### src/rtl/periodic_strobe_generator.sv
// periodic_strobe_generator: per-channel programmable periodic strobes and square waves,
// plus a free-running cycle counter with a wrap pulse.
module periodic_strobe_generator #(
    parameter int CHANNEL_COUNT       = 4,
    parameter int CHANNEL_INDEX_WIDTH = 2,
    parameter int PERIOD_WIDTH        = 16,
    parameter int CYCLE_WIDTH         = 32
) (
    input  logic                           clock_i,
    input  logic                           reset_i,
    input  logic                           config_valid_i,
    output logic                           config_ready_o,
    input  logic [CHANNEL_INDEX_WIDTH-1:0] config_channel_i,
    input  logic [PERIOD_WIDTH-1:0]        config_period_i,
    input  logic [PERIOD_WIDTH-1:0]        config_phase_i,
    input  logic                           config_enable_i,
    input  logic                           sync_restart_i,
    output logic [CHANNEL_COUNT-1:0]       strobe_o,
    output logic [CHANNEL_COUNT-1:0]       toggle_o,
    output logic [CYCLE_WIDTH-1:0]         cycle_o,
    output logic                           cycle_wrap_o
);
    logic                   ready_q;
    logic                   accept;
    logic [CYCLE_WIDTH-1:0] cycle_q, cycle_d;
    logic                   wrap_q, wrap_d;

    assign accept         = config_valid_i && ready_q;
    assign config_ready_o = ready_q;
    assign cycle_o        = cycle_q;
    assign cycle_wrap_o   = wrap_q;

    genvar i;
    generate
        for (i = 0; i < CHANNEL_COUNT; i++) begin : g_ch
            logic                    running_q, running_d;
            logic                    strobe_q, strobe_d;
            logic                    toggle_q, toggle_d;
            logic [PERIOD_WIDTH-1:0] period_q, period_d;
            logic [PERIOD_WIDTH-1:0] phase_q, phase_d;
            logic [PERIOD_WIDTH-1:0] count_q, count_d;
            logic                    hit, zero;

            assign hit  = accept && (config_channel_i == CHANNEL_INDEX_WIDTH'(i));
            assign zero = (count_q == '0);

            // an accept on this channel takes priority over a simultaneous sync_restart
            always_comb begin
                running_d = running_q;
                period_d  = period_q;
                phase_d   = phase_q;
                count_d   = count_q;
                strobe_d  = 1'b0;
                toggle_d  = toggle_q;
                if (hit) begin
                    period_d  = config_period_i;
                    phase_d   = config_phase_i;
                    count_d   = config_phase_i;
                    toggle_d  = 1'b0;
                    running_d = config_enable_i && (config_period_i != '0);
                end else if (running_q && sync_restart_i) begin
                    count_d  = phase_q;
                    toggle_d = 1'b0;
                end else if (running_q) begin
                    strobe_d = zero;
                    toggle_d = toggle_q ^ zero;
                    count_d  = zero ? period_q - PERIOD_WIDTH'(1) : count_q - PERIOD_WIDTH'(1);
                end
            end

            always_ff @(posedge clock_i or posedge reset_i) begin
                if (reset_i) begin
                    running_q <= 1'b0;
                    period_q  <= '0;
                    phase_q   <= '0;
                    count_q   <= '0;
                    strobe_q  <= 1'b0;
                    toggle_q  <= 1'b0;
                end else begin
                    running_q <= running_d;
                    period_q  <= period_d;
                    phase_q   <= phase_d;
                    count_q   <= count_d;
                    strobe_q  <= strobe_d;
                    toggle_q  <= toggle_d;
                end
            end

            assign strobe_o[i] = strobe_q;
            assign toggle_o[i] = toggle_q;
        end
    endgenerate

    always_comb begin
        cycle_d = sync_restart_i ? '0 : cycle_q + CYCLE_WIDTH'(1);
        wrap_d  = !sync_restart_i && (cycle_q == '1);
    end

    always_ff @(posedge clock_i or posedge reset_i) begin
        if (reset_i) begin
            ready_q <= 1'b0;
            cycle_q <= '0;
            wrap_q  <= 1'b0;
        end else begin
            ready_q <= 1'b1;
            cycle_q <= cycle_d;
            wrap_q  <= wrap_d;
        end
    end
endmodule

### config.mk
export PLATFORM = sky130hd
export DESIGN_NAME = periodic_strobe_generator
export DESIGN_NICKNAME = d
export VERILOG_FILES = /design/src/rtl/periodic_strobe_generator.sv
export SDC_FILE = /design/constraint.sdc
export NUM_CORES = 1
export LEC_CHECK = 0
export ABC_AREA = 1
export BUFFER_PORTS_ARGS = -buffer_cell sky130_fd_sc_hd__buf_2
export CAP_MARGIN = 20
export CORE_AREA = 2 2 167 169
export CTS_CLUSTER_DIAMETER = 30
export CTS_CLUSTER_SIZE = 10
export DETAILED_ROUTE_END_ITERATION = 8
export DIE_AREA = 0 0 169 171
export PLACE_DENSITY = 0.69
export RECOVER_POWER = 100
export SYNTH_ARGS = -nofsm -noshare
export SYNTH_HDL_FRONTEND = slang
export SYNTH_SLANG_ARGS = --single-unit
export TNS_END_PERCENT = 100
### constraint.sdc
create_clock -name clock_i -period 8.8 [get_ports clock_i]
set_clock_uncertainty 0.05 [all_clocks]
set_input_delay 1.76 -clock clock_i [delete_from_list [all_inputs] [get_ports clock_i]]
set_output_delay 1.76 -clock clock_i [all_outputs]
set_load 0.01 [all_outputs]
; ---- After elaboration in Yosys (flattened, before gate mapping)
; Cells that the tools add are included.
[word_totals]
input_bits = 39
wordCells = 107
out_inout_bits = 42
regBits = 238
[op_classes]
eq_ne = 4
bitwise_logic = 4
n_reduce_logical = 22
n_addsub = 9
mux = 41
[ops]
columns = op, count
row1 = $mux W16, 16
row2 = $sub A16 B1 Y16 const B, 8
row3 = $logic_not A16 Y1, 4
row4 = $add A32 B1 Y32 const B, 1
row5 = $eq A32 B32 Y1 const B, 1
row6 = $mux W32, 1
row7 = $mux W1, 24
row8 = $reduce_bool A16 Y1, 1
row9 = $reduce_bool A3 Y1, 4
row10 = $logic_and A1 B1 Y1, 11
row11 = $eq A2 B2 Y1 const B, 2
row12 = $xor A1 B1 Y1, 4
row13 = $eq A2 B1 Y1 const B, 1
row14 = $logic_not A2 Y1, 1
row15 = $logic_not A1 Y1, 1

; ---- Longest topological paths before layout
[logic_depth]
word_depth = 5
ltp_mapped = 16
ltp_nobuf = 16

; ---- Worst setup path after synthesis
; Ideal clock, no wire load.
[synth_timing]
path_type = input port to flip-flop
startpoint = input config_valid_i
endpoint = register g_ch[0].toggle_q
arrival_time_ns = 2.846
cell_stages = 8
n_path_buf = 1
path_slack_ns = 5.785
required_ns = 8.630
cell_sequence = nand2_1 nor3_2 nor2_1 inv_1 buf_2 o311ai_0 o21ai_0 inv_1
[synth_between]
elab_chain_cells = 3
[synth_rtl]
columns = item, line
row1 = start: declaration, 11  ; input logic config_valid_i,
row2 = $logic_and A1 B1 Y1 *, 28  ; assign accept = config_valid_i && ready_q;
row3 = $logic_and A1 B1 Y1 *, 44  ; assign hit = accept && (config_channel_i == CHANNEL_INDEX_WIDTH'(i));
row4 = $reduce_bool A3 Y1 (no source line) / $mux W1 (equally long branches), --
row5 = end signal: assignment, 85  ; toggle_q <= toggle_d;
row6 = end: declaration, 38  ; logic toggle_q, toggle_d;
; Every way passes the cells marked *; elsewhere a longest branch is shown, timed or not.
; A chain may end at the register's enable or synchronous reset.

; ---- Final worst setup path
[layout_timing]
startpoint = input sync_restart_i
endpoint = register g_ch[0].count_q[8]
[layout_between]
elab_chain_cells = 3
[layout_rtl]
columns = item, line
row1 = start: declaration, 17  ; input logic sync_restart_i,
row2 = $logic_and A1 B1 Y1 *, 61  ; end else if (running_q && sync_restart_i) begin
row3 = $mux W16, 61
row4 = $mux W16, 55  ; if (hit) begin
row5 = end signal: assignment, 83  ; count_q <= count_d;
row6 = end: declaration, 41  ; logic [PERIOD_WIDTH-1:0] count_q, count_d;
; Marks and branches as above.

==> flow_summary.yaml <==
synthesis:
  ys_seq_elements: 238
  mappedNetlistNets: 1894
  number_of_cells_produced_by_synthesis: 1850
  synth_area_per_cell_um2: 7.19
  mappedNetlistArea_um2: 13300
  netlist-cell-type-count: 41
  seq_area_frac_synth: 0.448
  synth.yosys.warnings: 0
clock_network:
  clock-sinks: 238
  cts_repair_resize_count: 0
  hold_buffers: 0
  worst_skew_pair.late_latency_ns: 0.56
  cts_tree: "yes"
  path_clk_slew_ns: 0.04
  cts.root.buffer_cell: "clkbuf_16"
  clockBufferDepth: 3
  cts_made_buffers: 55
  depth_of_the_cts_h_tree: 2
  postCtsSetupBuffers: 0
critical_path:
  r2r_cells: 8
  crit_path_capture: "g_ch[0].count_q[8]"
  path_delay_family: "buffers and inverters"
  worst-path-max-fanout: 39
  timing.reg2reg.setup_slack_ns: 4.85
  criticalPathCategory: "input port to flop"
  crit_path_capture_type: "flop"
  required_ns: 9.18
  cell_with_the_largest_stage_delay_on_the_worst_path: "clkbuf_1"
  timing.critical_path.from: "sync_restart_i"
  path_cells: "buf_2, clkbuf_1, clkinv_1, o21ai_0, o21bai_1"
  critical_path.reg2reg.startpoint: "config_ready_o"
  worstPathArrival_ns: 5.43
  worst_path_largest_cell_delay_ns: 1.60
  worstPathBufferInverterCount: 3
  worst_reg2reg_endpoint: "g_ch[3].toggle_q"
  critPathLaunchType: "input port"
  critical_path_depth: 5
timing:
  max_slew.worst_pin.slew_ns: 3.23
  final.setup.tns_ns: 0
  timing_hold_violations_final: 0
  worst_hold_slack_ns: 0.414
  achievable-frequency_ghz: 0.198
  finalWorstPathRequiredPeriod_ns: 5.05
  finalCritPeriodShare: 0.574
  rsz0062_at_grt: "false"
  timing.final.max_slew_violations: 297
  setup_violations: 0
  maxSlewHeadroom: -1.17
  worst_slack_ns: 3.75
cells_and_area:
  final_cell_mix: "nand2_1 (517), inv_1 (268), dfrtp_1 (238)"
  final_cell_area_um2: 15800
  layout.area.seq_um2: 5960
  multi_input_area_um2: 5910
  final.fill_count: 2538
  mostFrequentLayoutCell: "nand2_1"
  antenna-diode-count: 0
  final_layout_size_suffix_gt1_frac: 0.0984
  finish.net_count: 1972
  area_growth_synth_to_finish_pct: 18.8
global_routing:
  grt_antenna_before_repair: 0
  busiest_layer: "met2"
  grt.met2_usage: 0.439
  use_met3: 0.0541
  grt.total_usage: 0.273
  grt_start_max_net_pins: 156
  via_count_of_the_first_global_routing_pass: 12060
  grt_first_pass_wirelength_mm: 62.1
  grt_overflow_total: 0
  globalRouteMet1Util: 0.356
pwr:
  finalPower_mw: 5.17
  power.static_leakage_nw: 7.73
  pint_mw: 3.37
  power.share.clock: 0.421
  power_density_nw_per_um2: 327
  swShare: 0.349
  p_sw_mw: 1.81
  worst_ir_drop_vdd_mv: 0.273
  power_frac_seq: 0.293
  comb_power_share: 0.286
die:
  die_w_um: 169
  die_y_um: 171
  start_util: 0.487
  core_region_area_um2: 27300
  io_pins: 81
  die_area_um2: 28900
  row_count: 61
detailed_routing:
  vias: 12562
  ant_nets: 0
  drt_pass1_iterations: 5
  vias_per_cell: 5.42
  route.final.wire_length_mm: 38.8
  remaining_drcs: 0
  wl_per_cell_um: 16.7
  detailedRoute.firstIterationViolations: 821
status:
  run_status: "finished, violations left"
  violations: "max-capacitance violations, max-slew violations"
placement:
  pre_cts_slack_ns: 4.77
  placedInstanceArea_um2: 13800
  place.port_buffers: 80
  dp_hpwl_mm: 26.3
  gp_congestion: 0.940
run:
  max-cap-violations: 6
hold_path:
  worstHoldPathType: "flop to flop"
cell usage after synthesis:
master | count | area share
nand2_2 | 8 | 0.0038
nor3b_2 | 1 | 0.00094
inv_2 | 2 | 0.00056
dfrtp_1 | 238 | 0.45
buf_1 | 5 | 0.0014
o211ai_1 | 17 | 0.0096
buf_6 | 6 | 0.0051
o21ai_0 | 188 | 0.071
o21bai_1 | 2 | 0.0011
and2_1 | 1 | 0.00047
xor2_1 | 9 | 0.0059
nor2_1 | 161 | 0.045
o21a_1 | 1 | 0.00056
a21oi_1 | 86 | 0.032
nor3_1 | 28 | 0.011
o21ai_1 | 6 | 0.0023
xnor2_1 | 7 | 0.0046
o221a_2 | 1 | 0.00085
nand4_1 | 13 | 0.0061
buf_2 | 19 | 0.0071
nand3b_1 | 12 | 0.0068
buf_8 | 2 | 0.0023
clkbuf_1 | 26 | 0.0073
o221ai_1 | 3 | 0.0020
nand3_2 | 8 | 0.0060
nand2_4 | 1 | 0.00085
nor3b_1 | 1 | 0.00056
o311ai_0 | 3 | 0.0020
ha_1 | 5 | 0.0047
inv_1 | 269 | 0.076
nor2_4 | 8 | 0.0068
nor4_1 | 7 | 0.0033
nand2_1 | 517 | 0.15
conb_1 | 1 | 0.00028
nand3_1 | 145 | 0.055
buf_4 | 12 | 0.0068
clkinv_1 | 6 | 0.0017
o21bai_2 | 1 | 0.00085
nor2_2 | 17 | 0.0080
nand3_4 | 2 | 0.0026
nor3_2 | 5 | 0.0038
stage by stage:
stage           util  std cells
2_1_floorplan      -       1850
3_3_place_gp   0.506       2215
3_5_place_dp   0.506       2215
4_1_cts        0.580       2316
5_1_grt        0.578       2318
6_report       0.578       2318
worst min-delay path: stages, from the launching register on:
cell and delay (ns):
dfrtp_1 0.33, nand2_1 0.05, nand2_1 0.05
routing by layer:
layer | up-vias | wire (um)
met5 | - | 0
met4 | 0 | 1640
met3 | 97 | 2570
met2 | 431 | 17500
met1 | 5964 | 17100
li1 | 6070 | -
power by group through the flow:
stage	Sequential (mW)	Clock (mW)	Combinational, mW
floorplan	1.48	0	1.18
global placement	1.52	0	1.44
detailed placement	1.52	0	1.46
CTS	1.51	2.21	1.47
global route	1.54	2.26	1.70
finish	1.52	2.18	1.48
cell type report:
class,count,share of cell area
Clock buffer,68,0.0966
Clock inverter,33,0.0307
Inverter,277,0.0659
Multi-Input combinational cell,1265,0.374
Sequential cell,238,0.377
Tap cell,346,0.0274
Timing Repair Buffer,91,0.0283
flip-flops by register name (all words and copies together) (netlist names):
register,flops
config_ready_o,1
cycle_o,32
cycle_wrap_o,1
g_ch.count_q,64
g_ch.period_q,64
g_ch.phase_q,64
g_ch.running_q,4
g_ch.strobe_q,4
g_ch.toggle_q,4
logic make-up (layout without fill, tap and decap cells):
family | after synthesis | count (layout) | synth area share
AO/OA/AOI/OAI | 308 | 308 | 0.122
XOR/XNOR | 16 | 16 | 0.0105
adder cells (fa/ha/maj) | 5 | 5 | 0.00470
buffers and inverters | 347 | 469 | 0.108
flip-flops | 238 | 238 | 0.448
other | 1 | 1 | 0.000282
AND/OR/NAND/NOR | 935 | 935 | 0.306
worst min path at each step:
stage	startpoint	endpoint	slack [ns]	cells after the start
2_1_floorplan	g_ch[1].phase_q[1]	g_ch[1].phase_q[1]	0.39	2
3_3_place_gp	g_ch[1].phase_q[1]	g_ch[1].phase_q[1]	0.40	2
3_5_place_dp	g_ch[1].phase_q[1]	g_ch[1].phase_q[1]	0.40	2
4_1_cts	g_ch[1].phase_q[1]	g_ch[1].phase_q[1]	0.41	2
5_1_grt	g_ch[0].phase_q[1]	g_ch[0].phase_q[1]	0.46	2
6_report	g_ch[1].phase_q[1]	g_ch[1].phase_q[1]	0.41	2
(Power assumes the default switching activity.)
